## config.mk

```make
export PLATFORM = sky130hd
export DESIGN_NAME = upsp_wr_sequencer
export DESIGN_NICKNAME = d
export VERILOG_FILES = /design/src/rtl/upsp_wr_sequencer.sv
export SDC_FILE = /design/constraint.sdc
export NUM_CORES = 1
export LEC_CHECK = 0
export BUFFER_PORTS_ARGS = -buffer_cell sky130_fd_sc_hd__buf_2
export CAP_MARGIN = 20
export CORE_UTILIZATION = 49
export CTS_CLUSTER_DIAMETER = 100
export DETAILED_ROUTE_END_ITERATION = 10
export GPL_ROUTABILITY_DRIVEN = 0
export PLACE_DENSITY = 0.81
export SETUP_SLACK_MARGIN = 0.05
export SLEW_MARGIN = 20
export SYNTH_ARGS = -nofsm -noshare
export SYNTH_HDL_FRONTEND = slang
export SYNTH_SLANG_ARGS = --single-unit
```

## constraint.sdc

```tcl
create_clock -name clk -period 2.76 [get_ports clk]
set_clock_uncertainty 0.1 [all_clocks]
set_input_delay 0.414 -clock clk [delete_from_list [all_inputs] [get_ports clk]]
set_output_delay 0.414 -clock clk [all_outputs]
set_load 0.01 [all_outputs]
```

## src/rtl/upsp_wr_sequencer.sv

```systemverilog
// ---------------------------------------------------------------------------
// upsp_wr_sequencer
//
// Merges the result pixels of N_PARALLEL upsampler write lanes into one
// AXI4-Stream in raster order. Each lane owns QUANTUM-pixel-wide column
// strips. The grant moves lane 0, 1, ... N_PARALLEL-1, then wraps, and
// holds for QUANTUM accepted beats. Every row restarts at lane 0. The
// granted lane is never skipped, so a stalled lane stalls the whole stream.
//
// The block builds tuser (first pixel of the frame) and tlast (last pixel of
// a row) and pulses frame_done when the downstream side accepts the last
// beat of the frame.
//
// Ports
//   clk, rst          sole clock; asynchronous active-high reset
//   start             one-cycle pulse, arms one frame (honoured in IDLE only)
//   abort             synchronous soft clear back to IDLE (wins over start
//                     and over lane transfers)
//   upsp_wvalid/wdata per-lane write side; lane i data at [i*W +: W]
//   upsp_wready       per-lane ready, at most one bit high
//   m_axis_*          output stream; tid is the lane that sourced the beat
//   busy              high in RUN and DRAIN
//   frame_done        one-cycle pulse on acceptance of the frame's last beat
//   cur_lane          currently granted lane
// ---------------------------------------------------------------------------
module upsp_wr_sequencer #(
  parameter int N_PARALLEL         = 4,
  parameter int UPSP_WRTDATA_WIDTH = 24,
  parameter int DST_IMG_WIDTH      = 3840,
  parameter int DST_IMG_HEIGHT     = 2160,
  parameter int QUANTUM            = 4,
  localparam int LANE_W = (N_PARALLEL > 1) ? $clog2(N_PARALLEL) : 1
) (
  input  logic                                     clk,
  input  logic                                     rst,
  input  logic                                     start,
  input  logic                                     abort,
  input  logic [N_PARALLEL-1:0]                    upsp_wvalid,
  input  logic [N_PARALLEL*UPSP_WRTDATA_WIDTH-1:0] upsp_wdata,
  output logic [N_PARALLEL-1:0]                    upsp_wready,
  output logic                                     m_axis_tvalid,
  input  logic                                     m_axis_tready,
  output logic [UPSP_WRTDATA_WIDTH-1:0]            m_axis_tdata,
  output logic                                     m_axis_tlast,
  output logic                                     m_axis_tuser,
  output logic [LANE_W-1:0]                        m_axis_tid,
  output logic                                     busy,
  output logic                                     frame_done,
  output logic [LANE_W-1:0]                        cur_lane
);

  localparam int BEAT_W = (QUANTUM > 1)        ? $clog2(QUANTUM)        : 1;
  localparam int COL_W  = (DST_IMG_WIDTH > 1)  ? $clog2(DST_IMG_WIDTH)  : 1;
  localparam int ROW_W  = (DST_IMG_HEIGHT > 1) ? $clog2(DST_IMG_HEIGHT) : 1;

  localparam logic [BEAT_W-1:0]     BEAT_LAST = BEAT_W'(QUANTUM - 1);
  localparam logic [COL_W-1:0]      COL_LAST  = COL_W'(DST_IMG_WIDTH - 1);
  localparam logic [ROW_W-1:0]      ROW_LAST  = ROW_W'(DST_IMG_HEIGHT - 1);
  localparam logic [LANE_W-1:0]     LANE_LAST = LANE_W'(N_PARALLEL - 1);
  localparam logic [N_PARALLEL-1:0] LANE_ONE  = N_PARALLEL'(1);

  typedef enum logic [1:0] {
    ST_IDLE,
    ST_RUN,
    ST_DRAIN
  } state_t;

  state_t state_q, state_d;

  logic [BEAT_W-1:0]             beat_cnt;
  logic [COL_W-1:0]              col_cnt;
  logic [ROW_W-1:0]              row_cnt;
  logic [UPSP_WRTDATA_WIDTH-1:0] lane_data;

  logic load_ok, grant_ok, lane_xfer, out_xfer;
  logic last_beat, last_col, last_row, frame_last;

  // The single output register may take a new beat when it is empty or is
  // being emptied in this same cycle, which gives full throughput.
  assign load_ok  = !m_axis_tvalid || m_axis_tready;
  assign out_xfer = m_axis_tvalid && m_axis_tready;

  // abort masks the grant so a lane never sees a handshake that the
  // sequencer then throws away.
  assign grant_ok    = (state_q == ST_RUN) && load_ok && !abort;
  assign upsp_wready = grant_ok ? (LANE_ONE << cur_lane) : '0;
  assign lane_xfer   = grant_ok && upsp_wvalid[cur_lane];
  assign lane_data   = upsp_wdata[cur_lane*UPSP_WRTDATA_WIDTH +: UPSP_WRTDATA_WIDTH];

  assign last_beat  = (beat_cnt == BEAT_LAST);
  assign last_col   = (col_cnt == COL_LAST);
  assign last_row   = (row_cnt == ROW_LAST);
  assign frame_last = last_col && last_row;

  // NOTE: every signal written here gets a default before the case, so no
  // path leaves it unassigned and no latch is inferred.
  always_comb begin
    state_d    = state_q;
    busy       = 1'b0;
    frame_done = 1'b0;
    unique case (state_q)
      ST_IDLE: begin
        if (start) state_d = ST_RUN;
      end
      ST_RUN: begin
        busy = 1'b1;
        if (lane_xfer && frame_last) state_d = ST_DRAIN;
      end
      ST_DRAIN: begin
        busy = 1'b1;
        // Only the frame's final beat can sit in the register here.
        if (out_xfer) begin
          frame_done = !abort;
          state_d    = ST_IDLE;
        end
      end
      default: state_d = ST_IDLE;
    endcase
    if (abort) state_d = ST_IDLE;
  end

  // NOTE: sequential state uses non-blocking assignments so every register
  // samples the pre-edge values, independent of statement order.
  always_ff @(posedge clk or posedge rst) begin
    if (rst) state_q <= ST_IDLE;
    else     state_q <= state_d;
  end

  // Counters, grant pointer and the output register.
  always_ff @(posedge clk or posedge rst) begin
    if (rst) begin
      beat_cnt      <= '0;
      col_cnt       <= '0;
      row_cnt       <= '0;
      cur_lane      <= '0;
      m_axis_tvalid <= 1'b0;
      // NOTE: the payload fields are datapath that tvalid qualifies, but
      // they are outputs that must read 0 out of reset, so they are reset too.
      m_axis_tdata  <= '0;
      m_axis_tlast  <= 1'b0;
      m_axis_tuser  <= 1'b0;
      m_axis_tid    <= '0;
    end else if (abort) begin
      beat_cnt      <= '0;
      col_cnt       <= '0;
      row_cnt       <= '0;
      cur_lane      <= '0;
      m_axis_tvalid <= 1'b0;
    end else begin
      if (lane_xfer) begin
        m_axis_tvalid <= 1'b1;
        m_axis_tdata  <= lane_data;
        m_axis_tid    <= cur_lane;
        m_axis_tlast  <= last_col;
        m_axis_tuser  <= (col_cnt == '0) && (row_cnt == '0);

        // Row width is a multiple of QUANTUM, so beat_cnt wraps together
        // with col_cnt at the end of every row.
        beat_cnt <= last_beat ? '0 : beat_cnt + 1'b1;
        if (last_col) begin
          col_cnt  <= '0;
          row_cnt  <= last_row ? '0 : row_cnt + 1'b1;
          cur_lane <= '0;
        end else begin
          col_cnt <= col_cnt + 1'b1;
          if (last_beat) cur_lane <= (cur_lane == LANE_LAST) ? '0 : cur_lane + 1'b1;
        end
      end else if (m_axis_tready) begin
        m_axis_tvalid <= 1'b0;
      end

      // Arming a frame starts from a clean raster position. No lane
      // transfer can happen in IDLE, so this never competes with the above.
      if (state_q == ST_IDLE && start) begin
        beat_cnt <= '0;
        col_cnt  <= '0;
        row_cnt  <= '0;
        cur_lane <= '0;
      end
    end
  end

endmodule
```

==> results.json <==
{
  "status": "complete, no violations",
  "wirelength_mm": 9.797,
  "numPortBuffers": 141,
  "drtIter0Drc": 255,
  "period_minus_slack_ps": 2354,
  "seq_area_frac_synth": 0.4158,
  "root_buffer": "clkbuf_8",
  "syn_to_final_growth_pct": 29.00,
  "cp-start-kind": "flip-flop",
  "timing.setup.tns_ps": 0,
  "end_kind": "flip-flop",
  "dr.pass1.iters": 4,
  "stdcell_count": 606,
  "die_width_um": 87.13,
  "clock_path_buffers": 2,
  "holdWs_ps": 207.0,
  "min-delay-path-class": "input pin to flip-flop",
  "cts.hold.buffers_added": 1,
  "power_per_cell_area_mw_per_mm2": 599.1,
  "power_leakage_uw": 0.002276,
  "drc": 0,
  "maxCapViolCount": 0,
  "synth_common_cells": "nand2_1, dfrtp_1, mux4_2",
  "antenna_found_initial": 0,
  "cts_buffers": 9,
  "synth-edff-count": 0,
  "path_max_fanout": 33,
  "grt_first_pass_wirelength_mm": 15.86,
  "die-area_mm2": 0.007591,
  "hpwl_mm": 7.519,
  "place_inst": 589,
  "max-slew-margin-rel": 0.5453,
  "coreArea_mm2": 0.006907,
  "synth_ff_type": "dfrtp_1",
  "crit_type": "flip-flop to flip-flop",
  "vdd_drop_max_mv": 0.3447,
  "ys_types": 50,
  "ys_ff_latch": 59,
  "vias": 3367,
  "via_per_inst": 5.556,
  "wl_per_cell_um": 16.17,
  "synth_warnings": 0,
  "rows": 30,
  "clk_pin_slew_worst_paths_ps": 70,
  "cts_resized": 0,
  "max_freq_mhz": 424.7,
  "grt_use_total": 0.2758,
  "cts_tree": "done",
  "synthCells": 357,
  "async_flop_share": 1.000,
  "rsz0062_at_grt": "no",
  "synthTopCellsByArea": "dfrtp_1, mux4_2, nand2_1",
  "required_ps": 2920,
  "nNetsFinal": 622,
  "grt_pass1_vias": 3401,
  "overflow": 0,
  "synth_top_area_cell": "dfrtp_1",
  "setup_viol": 0,
  "cp.arrival_ps": 2520,
  "clock-sinks": 59,
  "synthMostInstantiatedCell": "nand2_1",
  "syn_area_per_cell_um2": 9.947,
  "start_util": 0.5141,
  "drive_above_1_share": 0.4020,
  "synthesis.nets": 474,
  "h-tree-depth": 3,
  "worst_pin_slew_ps": 676.8,
  "cp_slowest_cell": "dfrtp_1",
  "path_cells": "inv_1 > ha_1 > nor2b_1 > and3_1 > buf_4 > nand4_1 > or3_1 > a21oi_1",
  "post_cts_buffers": 0,
  "io_pins": 142,
  "post-route-period-util": 0.8531,
  "slew_violations": 0,
  "n_antenna_cell": 0,
  "die_h_um": 87.13,
  "ant_nets": 0,
  "slowest_delay_ps": 420,
  "grt_start_max_net_pins": 34,
  "hold_viol_final": 0,
  "netlist_area_mm2": 0.003551,
  "clk_latency_ps": 340,
  "synth_top_area_frac": 0.4158
}
## stage by stage
stage,total power (uW),area [um2],setup slack [ps],util
6_report,2744,4581,405.6,0.6632
5_1_grt,2911,4581,246.7,0.6632
4_1_cts,2755,4581,346.9,0.6632
3_5_place_dp,2011,4382,436.0,0.6344
3_3_place_gp,1978,4382,474.6,0.6344
2_1_floorplan,1618,3551,541.9,-
## registers in the layout, indices dropped and copies added, names as in the netlist
name	count
state_q	2
row_cnt	12
m_axis_tvalid	1
beat_cnt	2
col_cnt	12
m_axis_tlast	1
m_axis_tdata	24
m_axis_tid	2
m_axis_tuser	1
cur_lane	2
## cells by family after synthesis
group                      Yosys count  share of synthesized area
muxes                               28                     0.1674
xor gates and xnor gates             7                    0.01727
DFF                                 59                     0.4158
buffers and inverters               32                    0.03911
adders and majority gates           12                    0.04228
AOI/OAI and AO/OA                   45                    0.08351
and+or+nand+nor                    174                     0.2347
## critical path: cells and delay by family, from the launching register on
kind,cells,cell delay (ps)
AO/OA/AOI/OAI,1,160
adder cells (fa/ha/maj),1,220
buffers and inverters,2,430
flip-flops,1,420
AND/OR/NAND/NOR,4,950
## layout make-up
class | instances | area, um2
Fill cell | 577 | 2326
Multi-Input combinational cell | 266 | 1936
Sequential cell | 59 | 1478
Timing Repair Buffer | 153 | 798.3
Clock buffer | 12 | 165.2
Tap cell | 96 | 120.1
Inverter | 16 | 60.06
Clock inverter | 4 | 23.77
## power by group
group | leakage, uW | total (uW) | switching, uW | internal [uW]
clock | 0.000102 | 742 | 346 | 396
sequential | 0.000783 | 1170 | 113 | 1060
combinational | 0.00139 | 829 | 475 | 354
total | 0.00228 | 2740 | 934 | 1810
## path summary, 6_finish.rpt
path,start,endpoint,slack [ps],cells after the start
worst max-delay path,state_q[1]$_DFFE_PP0P_,row_cnt[4]$_DFFE_PP0P_,410,8
worst min-delay path,m_axis_tready,m_axis_tvalid$_DFFE_PP0P_,210,2
worst max register to register,state_q[1]$_DFFE_PP0P_,row_cnt[4]$_DFFE_PP0P_,410,8
worst min register to register,m_axis_tdata[9]$_DFFE_PP0P_,m_axis_tdata[9]$_DFFE_PP0P_,380,2
max in group asynchronous,rst,cur_lane[0]$_DFFE_PP0P_,1400,4
min in group asynchronous,rst,m_axis_tdata[10]$_DFFE_PP0P_,520,3
## placed cells by master, fill, tap and decap left out, types with 3 or more instances in the layout
cell type and instances:
a21oi_1 11, a31oi_1 3, and3_1 8, buf_2 141
buf_4 11, clkbuf_8 12, clkinv_2 3, dfrtp_1 58
ha_1 12, inv_1 15, mux4_2 25, nand2_1 95
nand3_1 13, nand4_1 8, nand4b_1 3, nor2_1 20
nor3_1 4, o21ai_0 11, o31ai_1 5, or3_1 4
or4_1 4, xor2_1 6
## per-layer routing
| metal | vias up | global-route usage | wire, um |
|---|---|---|---|
| met2 | 140 | 0.4717 | 5019 |
| met4 | 0 | 0.1326 | 303 |
| met1 | 1617 | 0.3260 | 3761 |
| met5 | - | 0 | 0 |
| met3 | 34 | 0.06919 | 713 |
| li1 | 1576 | - | - |
No activity file was read; power rests on OpenSTA's default activity.
